[config.mk]
export PLATFORM = sky130hd
export DESIGN_NAME = uart_rx_os16
export DESIGN_NICKNAME = d
export VERILOG_FILES = /design/src/rtl/uart_pkg.sv /design/src/rtl/uart_sync2.sv /design/src/rtl/uart_rx_os16.sv
export SDC_FILE = /design/constraint.sdc
export NUM_CORES = 1
export LEC_CHECK = 0
export CAP_MARGIN = 20
export CORE_UTILIZATION = 40
export CTS_CLUSTER_DIAMETER = 50
export CTS_CLUSTER_SIZE = 40
export DETAILED_ROUTE_END_ITERATION = 10
export PLACE_DENSITY = 0.59
export SETUP_SLACK_MARGIN = 0.5
export SYNTH_ARGS = -nofsm -noshare
export SYNTH_HDL_FRONTEND = slang
export SYNTH_SLANG_ARGS = --single-unit
[constraint.sdc]
create_clock -name clk -period 4.38 [get_ports clk]
set_clock_uncertainty 0.1 [all_clocks]
set_input_delay 0.876 -clock clk [delete_from_list [all_inputs] [get_ports clk]]
set_output_delay 0.876 -clock clk [all_outputs]
set_load 0.01 [all_outputs]
[src/rtl/uart_pkg.sv]
// Shared definitions for the oversampling UART receive path: FSM states,
// default frame geometry and the mid-bit sample positions.
package uart_pkg;

    typedef enum logic [1:0] {
        IDLE  = 2'd0,
        START = 2'd1,
        DATA  = 2'd2,
        STOP  = 2'd3
    } state_e;

    localparam int OSR_DEF       = 16;
    localparam int DATA_BITS_DEF = 8;

    // Three samples straddle the bit centre at OSR/2.
    function automatic int samp_lo(input int osr);
        return osr / 2 - 1;
    endfunction

    function automatic int samp_mid(input int osr);
        return osr / 2;
    endfunction

    function automatic int samp_hi(input int osr);
        return osr / 2 + 1;
    endfunction

    localparam int SAMP_LO_DEF  = OSR_DEF / 2 - 1;
    localparam int SAMP_MID_DEF = OSR_DEF / 2;
    localparam int SAMP_HI_DEF  = OSR_DEF / 2 + 1;

endpackage

[src/rtl/uart_sync2.sv]
// Two-flop synchronizer for an asynchronous input that idles high; both
// stages reset to 1 so no spurious low is seen after reset.
module uart_sync2 (
    input  logic clk,
    input  logic rst,
    input  logic d_i,
    output logic q_o
);

    logic meta_q;
    logic sync_q;

    always_ff @(posedge clk or negedge rst) begin
        if (!rst) begin
            meta_q <= 1'b1;
            sync_q <= 1'b1;
        end else begin
            meta_q <= d_i;
            sync_q <= meta_q;
        end
    end

    assign q_o = sync_q;

endmodule

[src/rtl/uart_rx_os16.sv]
// Oversampling UART receiver: 3-sample mid-bit majority, false-start
// rejection, frame-error flag and a valid/ack output register with overrun.
module uart_rx_os16
    import uart_pkg::*;
#(
    parameter int DATA_BITS = DATA_BITS_DEF,
    parameter int OSR       = OSR_DEF
) (
    input  logic                 clk,
    input  logic                 rst,
    input  logic                 tick,
    input  logic                 serial_in,
    input  logic                 rd_ack,
    output logic [DATA_BITS-1:0] parallel_out,
    output logic                 valid,
    output logic                 frame_err,
    output logic                 overrun,
    output logic                 busy
);

    localparam int CW = $clog2(OSR);
    localparam int BW = (DATA_BITS > 1) ? $clog2(DATA_BITS) : 1;

    localparam logic [CW-1:0] CNT_LAST = CW'(OSR - 1);
    localparam logic [CW-1:0] S_LO     = CW'(samp_lo(OSR));
    localparam logic [CW-1:0] S_MID    = CW'(samp_mid(OSR));
    localparam logic [CW-1:0] S_HI     = CW'(samp_hi(OSR));
    localparam logic [BW-1:0] BIT_LAST = BW'(DATA_BITS - 1);

    logic                 rx_s;
    state_e               state_q;
    logic [CW-1:0]        os_cnt_q;
    logic [BW-1:0]        bit_cnt_q;
    logic                 samp0_q;
    logic                 samp1_q;
    logic                 vote_q;
    logic [DATA_BITS-1:0] shift_q;
    logic [DATA_BITS-1:0] data_q;
    logic                 valid_q;
    logic                 frame_err_q;
    logic                 overrun_q;
    logic                 busy_q;
    logic                 maj_d;

    uart_sync2 u_sync (
        .clk (clk),
        .rst (rst),
        .d_i (serial_in),
        .q_o (rx_s)
    );

    // The third sample is taken live, so the vote is valid on the S_HI tick.
    assign maj_d = (samp0_q & samp1_q) | (samp0_q & rx_s) | (samp1_q & rx_s);

    always_ff @(posedge clk or negedge rst) begin
        if (!rst) begin
            state_q     <= IDLE;
            os_cnt_q    <= '0;
            bit_cnt_q   <= '0;
            samp0_q     <= 1'b1;
            samp1_q     <= 1'b1;
            vote_q      <= 1'b1;
            shift_q     <= '0;
            data_q      <= '0;
            valid_q     <= 1'b0;
            frame_err_q <= 1'b0;
            overrun_q   <= 1'b0;
            busy_q      <= 1'b0;
        end else begin
            frame_err_q <= 1'b0;
            overrun_q   <= 1'b0;
            if (rd_ack && valid_q) begin
                valid_q <= 1'b0;
            end

            if (tick) begin
                if (state_q != IDLE) begin
                    os_cnt_q <= (os_cnt_q == CNT_LAST) ? '0 : os_cnt_q + 1'b1;
                    if (os_cnt_q == S_LO)  samp0_q <= rx_s;
                    if (os_cnt_q == S_MID) samp1_q <= rx_s;
                    if (os_cnt_q == S_HI)  vote_q  <= maj_d;
                end

                unique case (state_q)
                    IDLE: begin
                        // The detecting tick is position 0 of the start bit.
                        if (!rx_s) begin
                            state_q  <= START;
                            os_cnt_q <= CW'(1);
                            busy_q   <= 1'b1;
                        end
                    end
                    START: begin
                        if (os_cnt_q == CNT_LAST) begin
                            if (vote_q) begin
                                state_q <= IDLE;
                                busy_q  <= 1'b0;
                            end else begin
                                state_q   <= DATA;
                                bit_cnt_q <= '0;
                            end
                        end
                    end
                    DATA: begin
                        if (os_cnt_q == CNT_LAST) begin
                            shift_q <= {vote_q, shift_q[DATA_BITS-1:1]};
                            if (bit_cnt_q == BIT_LAST) begin
                                state_q <= STOP;
                            end else begin
                                bit_cnt_q <= bit_cnt_q + 1'b1;
                            end
                        end
                    end
                    STOP: begin
                        // Decide early so the next start edge is not missed.
                        if (os_cnt_q == S_HI) begin
                            state_q  <= IDLE;
                            busy_q   <= 1'b0;
                            os_cnt_q <= '0;
                            if (maj_d) begin
                                data_q    <= shift_q;
                                valid_q   <= 1'b1;
                                overrun_q <= valid_q && !rd_ack;
                            end else begin
                                frame_err_q <= 1'b1;
                            end
                        end
                    end
                endcase
            end
        end
    end

    assign parallel_out = data_q;
    assign valid        = valid_q;
    assign frame_err    = frame_err_q;
    assign overrun      = overrun_q;
    assign busy         = busy_q;

endmodule
# [Word-level counts from Yosys, hierarchy flattened]
# Cells that the tools add are included.
[totals] reg_bits=34 inputBits=5 output_inout_bits=12 wordCells=87
[op_classes] add_sub_neg=2 eq_ne=16 mux=35 bitwise=5 reduce_logical=15
[ops] operator="AND reduction 6 bit" n=3
[ops] operator="2-to-1 mux 1 bit" n=17
[ops] operator="2-to-1 mux 4 bit" n=4
[ops] operator="inequality test 2 bit (second input constant)" n=8
[ops] operator="equality test 4 bit (second input constant)" n=3
[ops] operator="2-to-1 mux 2 bit" n=6
[ops] operator="2-to-1 mux 3 bit" n=4
[ops] operator="AND reduction 3 bit" n=4
[ops] operator="one-hot mux 2 bit (4 select lines)" n=1
[ops] operator="one-hot mux 4 bit (2 select lines)" n=1
[ops] operator="one-hot mux 3 bit (2 select lines)" n=1
[ops] operator="adder 4 x 1 -> 4 bit (second input constant)" n=1
[ops] operator="equality test 2 bit (second input constant)" n=2
[ops] operator="equality test 4 x 3 -> 1 bit (second input constant)" n=1
[ops] operator="AND reduction 4 bit" n=1
[ops] operator="nonzero test 2 bit" n=2
[ops] operator="adder 3 x 1 -> 3 bit (second input constant)" n=1
[ops] operator="AND 1 bit" n=3
[ops] operator="equality test 3 bit (second input constant)" n=1
[ops] operator="one-hot mux 1 bit (3 select lines)" n=1
[ops] operator="nonzero test 3 bit" n=1
[ops] operator="equality test 2 x 1 -> 1 bit (second input constant)" n=1
[ops] operator="logical AND 1 bit" n=2
[ops] operator="zero test 2 bit" n=1
[ops] operator="2 further kinds" n=3

# [Depth between registers and ports, before layout]
# Gate-level depths: netlist (run 1).
[depth] word_depth=7 ltp_mapped=6 mapped_depth_nobuf=6

# [Hierarchy]
# From an unflattened synthesis (run 1), not the netlist that was laid out.
[hier_totals] cells_unflattened=141 area_unflattened_um2=1672.9
[by_module_without_submodules] module="uart_rx_os16" n_inst=1 cells_each=139 area_per_inst_um2=1620.3 seq_area_each_um2=804.5
[by_module_without_submodules] module="uart_sync2" n_inst=1 cells_each=2 area_per_inst_um2=52.6 seq_area_each_um2=52.6

# [Worst setup path after synthesis (run 1)]
# OpenSTA, ideal clock, no wires.
[synth_path] path_type="input port to flip-flop" start="input port tick" end="register shift_q[0]" setup_ns=0.125 arrival_time_ns=1.830 required_ns=4.155 path_slack_ns=2.325 stages=5 n_path_buf=2 path_cell_list="buf_2 > nand2_1 > or3_1 > buf_6 > mux2_4"
[synth_between] elab_chain_cells=1
[synth_lines] item="start, declared" line="uart_rx_os16.sv:11" rtl="input logic tick,"
[synth_lines] item="AND reduction 3 bit (no source line)"
[synth_lines] item="end signal, assigned" line="uart_rx_os16.sv:106" rtl="shift_q <= {vote_q, shift_q[DATA_BITS-1:1]};"
[synth_lines] item="end, declared" line="uart_rx_os16.sv:37" rtl="logic [DATA_BITS-1:0] shift_q;"
# Every way passes these cells.
# A chain may end at the register's enable or synchronous reset.

# [Worst setup path after layout (run 1)]
[layout_path] start="input port tick" end="register shift_q[2]"
# The elaborated chain is that of the path after synthesis.

==> reports/metrics.csv, run 1 <==
metric,value,unit
Syn-to-layout area delta,18.91,%
Tot GR Track Use,16.47,%
Clk pwr share,27.7,%
sequential share of power,41.7,%
Longest Clk Path Bufs,2,
status,"finished, final reports clean",
final net count,180,
Pint,0.7016,mW
H-tree depth,2,
post-synth top area share,42.84,%
synthesis-stage register bit count,34,
CP Cell Sequence,clkdlybuf4s50_1 -> nand2_1 -> or3_1 -> mux2_4,
Pwr Total,1.055,mW
largest area contributor in the netlist,dfrtp_1,
DR vias,1156,
final setup vio count,0,
Post-DP Area,0.001898,mm^2
vias in the first global route,1183,
Worst Setup End Kind,register,
Sw Share,33.52,%
syn nets,160,
Final Hold Vio Count,0,
P_sw,0.3537,mW
final period utilization,56.27,%
initial antenna violation count,0,
wire per inst,13.96,um
DRC viols,0,
Port Buffers,16,
Synth Cell Area,0.001694,mm^2
Unique masters post-synth,36,
CTS tree,done,
synth warn,0,
Detailed Routing Iterations Pass 1,4,
Leakage,0.9405,nW
Setup TNS,0,ns
DIE AREA,0.004500,mm^2
Synth Instances,145,
GR Overflow Total,0,
Rel. slew slack,68.36,%
Synth area leaders,"dfrtp_1 43%, dfstp_2 7.8%, ha_1 7.4%",
CP max stage delay,0.65,ns
Hold Startpoint,u_sync.meta_q$_DFF_PN1_,
Post-Route WL,3.015,mm
Hold EP,u_sync.q_o$_DFF_PN1_,
final instance area,0.002014,mm^2
DR iter-0 viols,55,
Combinational Power Share,30.6,%
first-pass GRT wire length,5.395,mm
worst-margin pin slew,0.4746,ns
arrival time worst endpoint,2.53,ns
Mean Syn Cell Area,11.68,um^2
Min-Delay Path Class,register to register,
row cnt,23,
Clock Sinks,34,
reg-to-reg startpoint,state_q[0]$_DFFE_PN0P_,
Max IR drop VDD,331.4,uV
final worst path period need,2.465,ns
synth cell count leaders,"29 x dfrtp_1, 10 x ha_1, 10 x mux2_1, 10 x nand2_1, 8 x mux2_4",
CTS Buf Count,5,
type of origin of the critical path,input pin,
Worst-Skew Late Latency,0.28,ns
Setup CP Type,input pin to register,
Most used DFF post-synth,dfrtp_1,
worst reg2reg path depth,5,
slowest CP cell,clkdlybuf4s50_1,
Worst R2R End,shift_q[2]$_DFFE_PN0P_,
Cell Pwr Density,523.9,mW/mm^2
Non-Filler Instances,216,
number of diodes,0,
Setup Buffers After CTS,0,
CTS resizes,0,
initial core utilization,42.05,%
root buf cell,clkbuf_8,
post-detail-place hpwl,2.179,mm
Crit path required time,4.44,ns
most common cell in the netlist,dfrtp_1,
Reg2Reg Setup Slack,2.25,ns
largest net degree at the start of global routing,35,
Worst-path clk slew,0.06,ns
RSZ-0062 raised after global routing,false,
FMAX,0.4058,GHz
Routed Antenna Nets,0,
asr flop ratio synth,100.0,%
"EDFF count, synth",0,
placed cells,208,
Hold Path Depth,0,
CTS hold repair buffers,0,
CP max FO,10,
share of post-route cells with drive strength above 1,16.27,%
I/O pin count,17,
Die Span Y,67.08,um
Worst Hold Slack,0.2574,ns
"Seq/Total Area, Yosys",50.59,%
Core ar.,0.004029,mm^2
Final Max Slew Viols,0,
die width,67.08,um
Via-to-Cell Ratio,5.352,
Final GP Congestion,0.8702,
Max Cap Viol,0,
## layout by cell type (no fill, tap or decap), drive strengths merged, types with 2 or more instances in the layout
cell type | netlist | routed
clkdlybuf4s50 | 0 | 16
inv | 7 | 7
nor3 | 3 | 3
mux2 | 21 | 21
nand4 | 2 | 2
nand2b | 3 | 3
o211ai | 2 | 2
a21oi | 6 | 6
clkbuf | 0 | 7
nand2 | 11 | 11
nand3 | 6 | 6
nor2 | 7 | 7
or3 | 2 | 2
ha | 10 | 10
a21o | 3 | 3
nor2b | 2 | 2
a41oi | 2 | 2
and3 | 2 | 2
o21ai | 9 | 9
dfrtp | 29 | 29
dfstp | 5 | 5
## registers in the layout (all words and copies together) (netlist names), named ones only
signal	cells
parallel_out	8
shift_q	8
os_cnt_q	4
bit_cnt_q	3
busy	1
frame_err	1
overrun	1
samp0_q	1
samp1_q	1
state_q	1
u_sync.meta_q	1
u_sync.q_o	1
valid	1
vote_q	1
## worst max-delay path by stage
stage / from / to / slack, ns
2_1_floorplan: tick / shift_q[0]$_DFFE_PN0P_ / 2.32
3_3_place_gp: tick / shift_q[7]$_DFFE_PN0P_ / 1.67
3_5_place_dp: tick / shift_q[2]$_DFFE_PN0P_ / 1.63
4_1_cts: tick / shift_q[2]$_DFFE_PN0P_ / 1.93
5_1_grt: tick / shift_q[0]$_DFFE_PN0P_ / 1.83
6_report: tick / shift_q[2]$_DFFE_PN0P_ / 1.92
## cell families (layout without fill, tap and decap cells)
family | after synthesis | in the layout | share of synthesized area [%]
adders and majority gates | 11 | 11 | 7.976
buffers and inverters | 11 | 32 | 3.102
AOI/OAI and AO/OA | 26 | 26 | 9.675
muxes | 21 | 21 | 15.73
and+or+nand+nor | 42 | 42 | 12.93
DFF | 34 | 34 | 50.59
## per-stage QoR
step | worst slack, ns | utilization, %
finish | 1.915 | 50.00
global route | 1.826 | 50.00
CTS | 1.927 | 50.00
detailed placement | 1.626 | 47.11
global placement | 1.670 | 47.11
floorplan | 2.325 | -
## routing by layer
layer  vias to the layer above  global-route usage, %  routed length [um]
li1                        552                      -                   -
met1                       571                  19.87                1398
met2                        29                  27.50                1452
met3                         4                  4.281                 119
met4                         0                  6.649                  43
met5                         -                      0                   0
## cell type report
type	count	area, um^2
clock buffer	7	86.33
tap	50	62.56
timing repair buffer	17	167.7
multi-input combinational	100	784.5
clock inverter	1	30.03
fill	372	2014
sequential	34	857.1
inverter	7	26.28
## worst max-delay path, delay by kind of cell
kind	cells	cell delay [ns]
and+or+nand+nor	2	0.63
muxes	1	0.37
buffers and inverters	1	0.65
## power groups by stage
stage	sequential, mW	combinational, mW	clock [mW]
2_1_floorplan	0.423	0.253	0
3_3_place_gp	0.439	0.310	0
3_5_place_dp	0.444	0.322	0
4_1_cts	0.440	0.325	0.304
5_1_grt	0.450	0.371	0.313
6_report	0.440	0.323	0.293
Note: power is estimated with default switching activity, not from simulation.
==> run 2, diff against run 1 <==
- PLACE_DENSITY: 0.59 -> 0.62
- clock period: 4.38 -> 2.2 ns (I/O delays scaled with it)
==> run 2 against run 1 <==
Effect of this change: first-iteration DRC count shrank 11%; combinational power grew to 3.6 times the previous value; die area is the same; worst hold slack gained 0.0063 ns; via count grew 12%; register-to-register slack lost 1.8 ns; worst setup slack lost 1.5 ns; cell count grew 10%; sequential power grew 110%; cell area grew 20%; clock-buffer cell count is the same; critical path type is now register to register; critical endpoint is now shift_q[7]$_DFFE_PN0P_; largest cell class is now multi-input combinational cells; highest routed layer unchanged.
==> reports/metrics.csv, run 2 (synthesis results as in run 1) <==
metric,value,unit
reg-to-reg startpoint,os_cnt_q[1]$_DFFE_PN0P_,
initial antenna violation count,0,
Die Span Y,67.08,um
status,"finished, final reports clean",
final net count,202,
row cnt,23,
DR vias,1298,
Min-Delay Path Class,register to register,
CP Cell Sequence,buf_6 -> ha_4 -> inv_2 -> or3_4 -> mux2_4,
slowest CP cell,or3_4,
Worst-path clk slew,0.07,ns
CP max FO,8,
first-pass GRT wire length,5.616,mm
vias in the first global route,1245,
final worst path period need,1.748,ns
placed cells,210,
Syn-to-layout area delta,42.32,%
share of post-route cells with drive strength above 1,49.47,%
"commonest non-fill, non-tap cell in the layout",dfrtp_1,
most frequent cells in the layout,"25 x dfrtp_1, 19 x buf_4, 17 x mux2_4",
DRC viols,0,
Setup CP Type,register to register,
Worst-Skew Late Latency,0.28,ns
Final Hold Vio Count,0,
Crit path required time,2.27,ns
number of diodes,0,
root buf cell,clkbuf_8,
Core ar.,0.004029,mm^2
Worst Setup End Kind,register,
Port Buffers,16,
DIE AREA,0.004500,mm^2
Max IR drop VDD,740.6,uV
die width,67.08,um
CTS Buf Count,5,
largest net degree at the start of global routing,35,
FMAX,0.5720,GHz
RSZ-0062 raised after global routing,true,
Max Cap Viol,0,
Combinational Power Share,45.3,%
DR iter-0 viols,49,
Via-to-Cell Ratio,5.454,
Rel. slew slack,71.03,%
Clk pwr share,18.5,%
Post-Route WL,3.767,mm
I/O pin count,17,
final setup vio count,0,
arrival time worst endpoint,1.82,ns
H-tree depth,2,
CP startpoint,os_cnt_q[1]$_DFFE_PN0P_,
Cell Pwr Density,1058,mW/mm^2
Hold Startpoint,u_sync.meta_q$_DFF_PN1_,
final period utilization,79.46,%
worst-margin pin slew,0.4345,ns
Final GP Congestion,0.9126,
type of origin of the critical path,register,
Sw Share,37.36,%
Non-Filler Instances,238,
sequential share of power,36.2,%
Pint,1.598,mW
CTS tree,done,
initial core utilization,42.05,%
Routed Antenna Nets,0,
post-detail-place hpwl,2.202,mm
Longest Clk Path Bufs,2,
Clock Sinks,34,
Final Max Slew Viols,0,
Setup TNS,0,ns
wire per inst,15.83,um
CP max stage delay,0.46,ns
P_sw,0.9530,mW
Tot GR Track Use,17.19,%
Leakage,1.250,nW
Detailed Routing Iterations Pass 1,4,
GR Overflow Total,0,
==> run 2: repair_timing <==
action,CTS,global route
setup buffers,11,8
resized for setup,37,45
setup endpoints to repair,31,33
pin swaps,7,12
hold endpoints to repair,0,0
hold buffers,0,0
cloned,1,0
==> run 2: layout make-up <==
class	count	area, um^2
multi-input combinational	101	1025
clock buffer	7	86.33
sequential	34	862.1
fill	330	1618
inverter	7	31.28
clock inverter	1	5.005
tap	50	62.56
timing repair buffer	38	339.1
==> run 2: power groups by stage <==
| stage | Combinational (mW) | Sequential [mW] | Clock (mW) |
|---|---|---|---|
| after global routing | 1.27 | 0.941 | 0.503 |
| after floorplan | 0.505 | 0.843 | 0 |
| after CTS | 0.848 | 0.873 | 0.481 |
| after global placement | 0.624 | 0.875 | 0 |
| final | 1.16 | 0.924 | 0.471 |
| after detailed placement | 0.649 | 0.886 | 0 |
==> run 2: worst paths after layout <==
kind	slack [ns]	to	cells past startpoint
min in group asynchronous	0.46	parallel_out[0]$_DFFE_PN0P_	2
worst max-delay path	0.45	shift_q[7]$_DFFE_PN0P_	5
worst min-delay path	0.26	u_sync.q_o$_DFF_PN1_	0
worst max register to register	0.45	shift_q[7]$_DFFE_PN0P_	5
max in group asynchronous	1.20	samp0_q$_DFFE_PN1P_	2
worst min register to register	0.26	u_sync.q_o$_DFF_PN1_	0
==> run 2: per-layer routing <==
layer	up-vias	part of all wire [%]	GRT usage, %	wire, um
met1	641	41	19.33	1552
met4	0	2.2	6.915	81
met5	-	0	0	0
li1	602	-	-	-
met3	10	4.7	3.938	178
met2	45	52	30.75	1956
==> run 2: worst max-delay path, delay by kind of cell, from the launching register on <==
kind | cells | cell delay [ns]
buffers and inverters | 2 | 0.17
multiplexers | 1 | 0.32
AND/OR/NAND/NOR | 1 | 0.46
adder cells (fa/ha/maj) | 1 | 0.12
flip-flops | 1 | 0.45
==> run 2: through the flow <==
stage	instance area (um^2)	power [mW]	util [%]	hold slack, ns	setup slack (ns)
2_1_floorplan	1694	1.347	-	0.04441	0.5061
3_3_place_gp	1913	1.500	47.48	0.2468	0.1178
3_5_place_dp	1913	1.534	47.48	0.2546	0.1037
4_1_cts	2172	2.202	53.91	0.2641	0.4552
5_1_grt	2411	2.711	59.84	0.2690	0.4181
6_report	2411	2.551	59.84	0.2637	0.4519
